[src/rtl/mem_arbiter.sv]
// Two-requester arbiter sharing one single-ported memory between instruction fetch and data access.
// The data port has priority; a starvation counter guarantees fetch progress.
module mem_arbiter #(
  parameter int unsigned STARVE_MAX = 3
) (
  input  logic        clk,
  input  logic        reset,
  input  logic        if_req,
  input  logic [31:0] if_addr,
  output logic [31:0] if_rdata,
  output logic        if_ready,
  input  logic        dm_req,
  input  logic        dm_we,
  input  logic [31:0] dm_addr,
  input  logic [31:0] dm_wdata,
  output logic [31:0] dm_rdata,
  output logic        dm_ready,
  output logic        mem_req,
  output logic        mem_we,
  output logic [31:0] mem_addr,
  output logic [31:0] mem_wdata,
  input  logic [31:0] mem_rdata,
  input  logic        mem_ack,
  output logic        stall_f,
  output logic        stall_m
);

  localparam int CNT_W = (STARVE_MAX < 1) ? 1 : $clog2(STARVE_MAX + 1);
  localparam logic [CNT_W-1:0] STARVE_LIM = CNT_W'(STARVE_MAX);

  typedef enum logic [1:0] {
    IDLE    = 2'd0,
    IF_BUSY = 2'd1,
    DM_BUSY = 2'd2
  } state_e;

  state_e           state_q, state_d;
  logic             mem_we_q, mem_we_d;
  logic [31:0]      mem_addr_q, mem_addr_d;
  logic [31:0]      mem_wdata_q, mem_wdata_d;
  logic [31:0]      if_rdata_q, if_rdata_d;
  logic [31:0]      dm_rdata_q, dm_rdata_d;
  logic             if_ready_q, if_ready_d;
  logic             dm_ready_q, dm_ready_d;
  logic [CNT_W-1:0] starve_q, starve_d;
  logic             starving;

  function automatic logic [CNT_W-1:0] sat_inc(input logic [CNT_W-1:0] v);
    return (v == STARVE_LIM) ? v : v + 1'b1;
  endfunction

  assign starving = if_req && (starve_q == STARVE_LIM);

  always_comb begin
    state_d     = state_q;
    mem_we_d    = mem_we_q;
    mem_addr_d  = mem_addr_q;
    mem_wdata_d = mem_wdata_q;
    if_rdata_d  = if_rdata_q;
    dm_rdata_d  = dm_rdata_q;
    if_ready_d  = 1'b0;
    dm_ready_d  = 1'b0;
    starve_d    = starve_q;

    unique case (state_q)
      IDLE: begin
        // mem_ack is deliberately ignored here: only a granted access may complete.
        if (dm_req && !starving) begin
          state_d     = DM_BUSY;
          mem_addr_d  = dm_addr;
          mem_we_d    = dm_we;
          mem_wdata_d = dm_wdata;
          starve_d    = if_req ? sat_inc(starve_q) : '0;
        end else if (if_req) begin
          state_d    = IF_BUSY;
          mem_addr_d = if_addr;
          mem_we_d   = 1'b0;
          starve_d   = '0;
        end
      end
      IF_BUSY: begin
        if (mem_ack) begin
          if_rdata_d = mem_rdata;
          if_ready_d = 1'b1;
          state_d    = IDLE;
        end
      end
      DM_BUSY: begin
        if (mem_ack) begin
          if (!mem_we_q) dm_rdata_d = mem_rdata;
          dm_ready_d = 1'b1;
          state_d    = IDLE;
        end
      end
      default: state_d = IDLE;
    endcase
  end

  always_ff @(posedge clk or negedge reset) begin
    if (!reset) begin
      state_q     <= IDLE;
      mem_we_q    <= 1'b0;
      mem_addr_q  <= '0;
      mem_wdata_q <= '0;
      if_rdata_q  <= '0;
      dm_rdata_q  <= '0;
      if_ready_q  <= 1'b0;
      dm_ready_q  <= 1'b0;
      starve_q    <= '0;
    end else begin
      state_q     <= state_d;
      mem_we_q    <= mem_we_d;
      mem_addr_q  <= mem_addr_d;
      mem_wdata_q <= mem_wdata_d;
      if_rdata_q  <= if_rdata_d;
      dm_rdata_q  <= dm_rdata_d;
      if_ready_q  <= if_ready_d;
      dm_ready_q  <= dm_ready_d;
      starve_q    <= starve_d;
    end
  end

  // A request still high in its ready cycle is treated as the next request.
  assign mem_req   = (state_q != IDLE);
  assign mem_we    = mem_we_q;
  assign mem_addr  = mem_addr_q;
  assign mem_wdata = mem_wdata_q;
  assign if_rdata  = if_rdata_q;
  assign dm_rdata  = dm_rdata_q;
  assign if_ready  = if_ready_q;
  assign dm_ready  = dm_ready_q;
  assign stall_f   = if_req & ~if_ready_q;
  assign stall_m   = dm_req & ~dm_ready_q;

endmodule
[config.mk]
export PLATFORM = sky130hd
export DESIGN_NAME = mem_arbiter
export DESIGN_NICKNAME = d
export VERILOG_FILES = /design/src/rtl/mem_arbiter.sv
export SDC_FILE = /design/constraint.sdc
export NUM_CORES = 1
export LEC_CHECK = 0
export ABC_AREA = 1
export BUFFER_PORTS_ARGS = -buffer_cell sky130_fd_sc_hd__buf_4
export CAP_MARGIN = 20
export CORE_MARGIN = 3
export CORE_UTILIZATION = 48
export CTS_BUF_LIST = sky130_fd_sc_hd__clkbuf_2
export CTS_CLUSTER_SIZE = 12
export DETAILED_ROUTE_END_ITERATION = 7
export PLACE_DENSITY_LB_ADDON = 0.1
export SYNTH_ARGS = -nofsm -noshare
export SYNTH_HDL_FRONTEND = slang
export SYNTH_SLANG_ARGS = --single-unit
[constraint.sdc]
create_clock -name clk -period 1.7 [get_ports clk]
set_input_delay 0.255 -clock clk [delete_from_list [all_inputs] [get_ports clk]]
set_output_delay 0.255 -clock clk [all_outputs]
set_load 0.05 [all_outputs]
==> impl_summary.md <==
Status
The run finished, with violations left. The final reports fail on negative setup slack.

Yosys
The average instance area after synthesis is 8.355 µm². The synthesized design contains 135 register bits. The mapped cell area is 5798 µm².

Counting flops with a built-in enable in the synthesized netlist gives 0. During synthesis, Yosys emitted a total of 0 warnings. The async set-or-reset flop fraction in the synthesized netlist is 1.000. The most frequently used cell type in the post-synthesis netlist is sky130_fd_sc_hd__nand2_1. The number of nets in the synthesized netlist is 832. Synthesis produced 694 cells. For this run, the register share of the synthesized area comes to 0.5826.

Synthesis instantiated 17 different standard cells from the library. Of the post-synthesis cell area, the dominant cell type holds 0.5826. The leading area contributor after synthesis is sky130_fd_sc_hd__dfrtp_1. After synthesis, the cell types taking the most area are sky130_fd_sc_hd__dfrtp_1 58%, sky130_fd_sc_hd__nand2_1 13%, sky130_fd_sc_hd__inv_1 9.0%, sky130_fd_sc_hd__o21ai_0 8.2%, sky130_fd_sc_hd__nand3_1 5.7%. Among all flip-flop cells after synthesis, the most frequent one is sky130_fd_sc_hd__dfrtp_1. By count the netlist is led by 206 x sky130_fd_sc_hd__nand2_1, 139 x sky130_fd_sc_hd__inv_1, 135 x sky130_fd_sc_hd__dfrtp_1, 95 x sky130_fd_sc_hd__o21ai_0, 66 x sky130_fd_sc_hd__nand3_1.

Setup path
The largest incremental delay on the critical path is 0.45 ns. The worst endpoint data arrival time is 1.57 ns. The slowest stage of the critical path belongs to the cell sky130_fd_sc_hd__dfrtp_1. STA classifies the critical path startpoint as a flop.

In this run the worst path has a maximum fanout of 2. The critical path class is reg2out. For the worst setup path, the data required time is 1.44 ns. Walking the worst path, the cells encountered are inv_2, ha_4, inv_4, buf_12. The element type at the critical path end is a primary output.

STA
The final worst-path setup slack is -0.1241 ns. Setup violations remaining at the end of the flow were counted as 3. The final-report hold violation count is 0.

Across the routed clock network, the largest skew measured is 0.01868 ns. Setup repair after global routing could not meet its margin everywhere. The share of the clock period used by the worst path after layout is 1.073.

Timing would allow up to 548.2 MHz. The relative slew slack is 0.5330. The time the final worst path needs with I/O delays and setup is 1.824 ns.

The number of max-slew violations in the final report is 0. The slew at the pin with the worst max-slew slack is 0.7004 ns.

Global route
The first-pass GRT wire length is 31.56 mm. Across every metal layer, demand over resource in global routing totals 0.3050. The total overflow left after global routing is 0. The largest net degree at the start of global routing is 68. The initial antenna violation count is 0. The number of global-route vias before repair was 6383.

Floorplan
For this configuration, the core starts out at a cell density of 0.4992. The vertical die dimension is 115.9 µm. The total die area is 13430 µm². The total area inside the core boundary comes to 11610 µm². The die width is 115.9 µm.

Pin placement for this block handled 268 I/O pins. The number of rows in the core area is 39.

Placed design
The final estimated routing congestion in global placement is 0.8557. The detailed placer's ending HPWL is 12.24 mm. The post-placement worst setup slack is 0.2285 ns.

The count of buffers inserted at the top-level ports is 267. The post-placement cell count is 1085.

CTS
The maximum root-to-sink buffer count is 2. The number of buffers added by the clock tree synthesis step is 17. The CTS tree is yes.

The number of levels the H-tree was split into is 4. The TritonCTS sink count is 135. The cell at the root of the clock tree is sky130_fd_sc_hd__clkbuf_2. Clock latency on the worst-skew pair, taken at its later pin, is 0.71 ns. Clock-pin slew was measured on the worst setup and hold paths at 0.19 ns.

Detailed routing
The iteration count of the initial detailed-routing pass is 6. The total vias in the final route is 6331. After detailed routing, the number of vias per cell comes to 5.001.

The routed design has 21.02 mm of wire. In this run, the number of DRC markers left after iteration 0 of detailed routing was 722. The detail route stage leaves a number of antenna-violating nets equal to 0. The average routed wire per standard cell is 16.60 µm. In the routed design, unresolved DRC markers number 0.

Run
Across the run, the number of max-cap violations was 0.

Min path
The path class of the tightest hold or removal check is in2async.

Pwr
The worst supply voltage drop on vdd is 0.001612 V. In this run the static leakage power is 5.489 nW. For this design the ratio of total power to cell area is 1930 nW/µm².

Final layout
The number of antenna diodes in the final layout is 0. In the final layout, the share of cells above drive strength 1 is 0.3063. The post-layout instance count excluding filler cells is 1266.

From synthesis to final layout, the design area changed by 68.26%. For this run, the post-layout net count is 1249. For this run, the share of the core covered by cells in the final layout is 0.8400.
## cells by family after synthesis
kind of cell | after synthesis | synth area share
flops | 135 | 0.5826
buf+inv | 175 | 0.1226
simple gates | 280 | 0.1992
compound gates | 100 | 0.08697
fa+ha+maj | 4 | 0.008632
## repair_timing
item | 4_1_cts | 5_1_grt
resized for setup | 14 | 19
buffers inserted | 7 | 10
setup endpoints to repair | 3 | 24
hold buffers | 133 | 0
endpoints found under the hold margin | 270 | 0
pin swaps | 3 | 0
gates cloned | 0 | 0
## sequential cells by signal, indices dropped and copies added (netlist names)
signal     flops
mem_we         1
dm_rdata      32
dm_ready       1
starve_q       2
mem_addr      32
state_q        2
mem_wdata     32
if_rdata      32
if_ready       1
## placed cells by master (no fill, tap or decap), types with 8 or more instances in the layout
master / n
sky130_fd_sc_hd__buf_4: 273
sky130_fd_sc_hd__nand2_1: 204
sky130_fd_sc_hd__inv_1: 136
sky130_fd_sc_hd__dfrtp_1: 135
sky130_fd_sc_hd__dlygate4sd3_1: 133
sky130_fd_sc_hd__o21ai_0: 95
sky130_fd_sc_hd__nand3_1: 66
sky130_fd_sc_hd__clkbuf_2: 21
sky130_fd_sc_hd__buf_6: 18
sky130_fd_sc_hd__buf_12: 8
## critical path, delay by kind of cell (launching register included)
| kind | cells | cell delay, ns |
|---|---|---|
| adder cells (fa/ha/maj) | 1 | 0.15 |
| buffers and inverters | 3 | 0.27 |
| flip-flops | 1 | 0.45 |
## path summary, 6_finish.rpt
kind	slack [ns]	to	cells past startpoint	from
max	-0.12	mem_req	4	state_q[1]
min	0.04	if_rdata[6]	2	reset
max reg2reg	0.05	if_rdata[30]	8	state_q[1]
min reg2reg	0.51	if_rdata[0]	2	if_rdata[0]
max in group asynchronous	1.05	mem_addr[26]	3	reset
min in group clk	0.10	mem_addr[3]	5	dm_req
## per-stage QoR
stage | area, µm² | hold slack, ns | total power, mW | TNS, ns
global placement | 8016 | 0.2451 | 16.12 | 0
floorplan | 5798 | -0.04059 | 12.70 | 0
CTS | 9608 | 0.01282 | 18.32 | -0.3085
detailed placement | 8016 | 0.2536 | 16.38 | 0
finish | 9756 | 0.03768 | 18.83 | -0.1642
global route | 9756 | 0.009682 | 19.73 | -0.5465
## metal layers
layer | up-vias | global-route usage | part of all wire
li1 | 2933 | - | -
met1 | 2929 | 0.3398 | 0.36
met2 | 377 | 0.5259 | 0.51
met3 | 92 | 0.09869 | 0.088
met4 | 0 | 0.1508 | 0.047
met5 | - | 0 | 0
## power breakdown
group / internal, mW / leakage (nW) / switching, mW / total (mW)
clock network: 0.375 / 0.111 / 1.17 / 1.55
registers: 4.69 / 1.68 / 0.992 / 5.68
logic: 3.59 / 3.70 / 8.01 / 11.6
total: 8.66 / 5.49 / 10.2 / 18.8
## cell type report
class                           count  area, µm²
Clock buffer                       21      105.1
Inverter                          139      524.3
Multi-Input combinational cell    384       1737
Sequential cell                   135       3378
Clock inverter                     10      58.81
Fill cell                         651       1858
Timing Repair Buffer              434       3774
Tap cell                          143      178.9
Note: power is estimated with default switching activity, not from simulation.
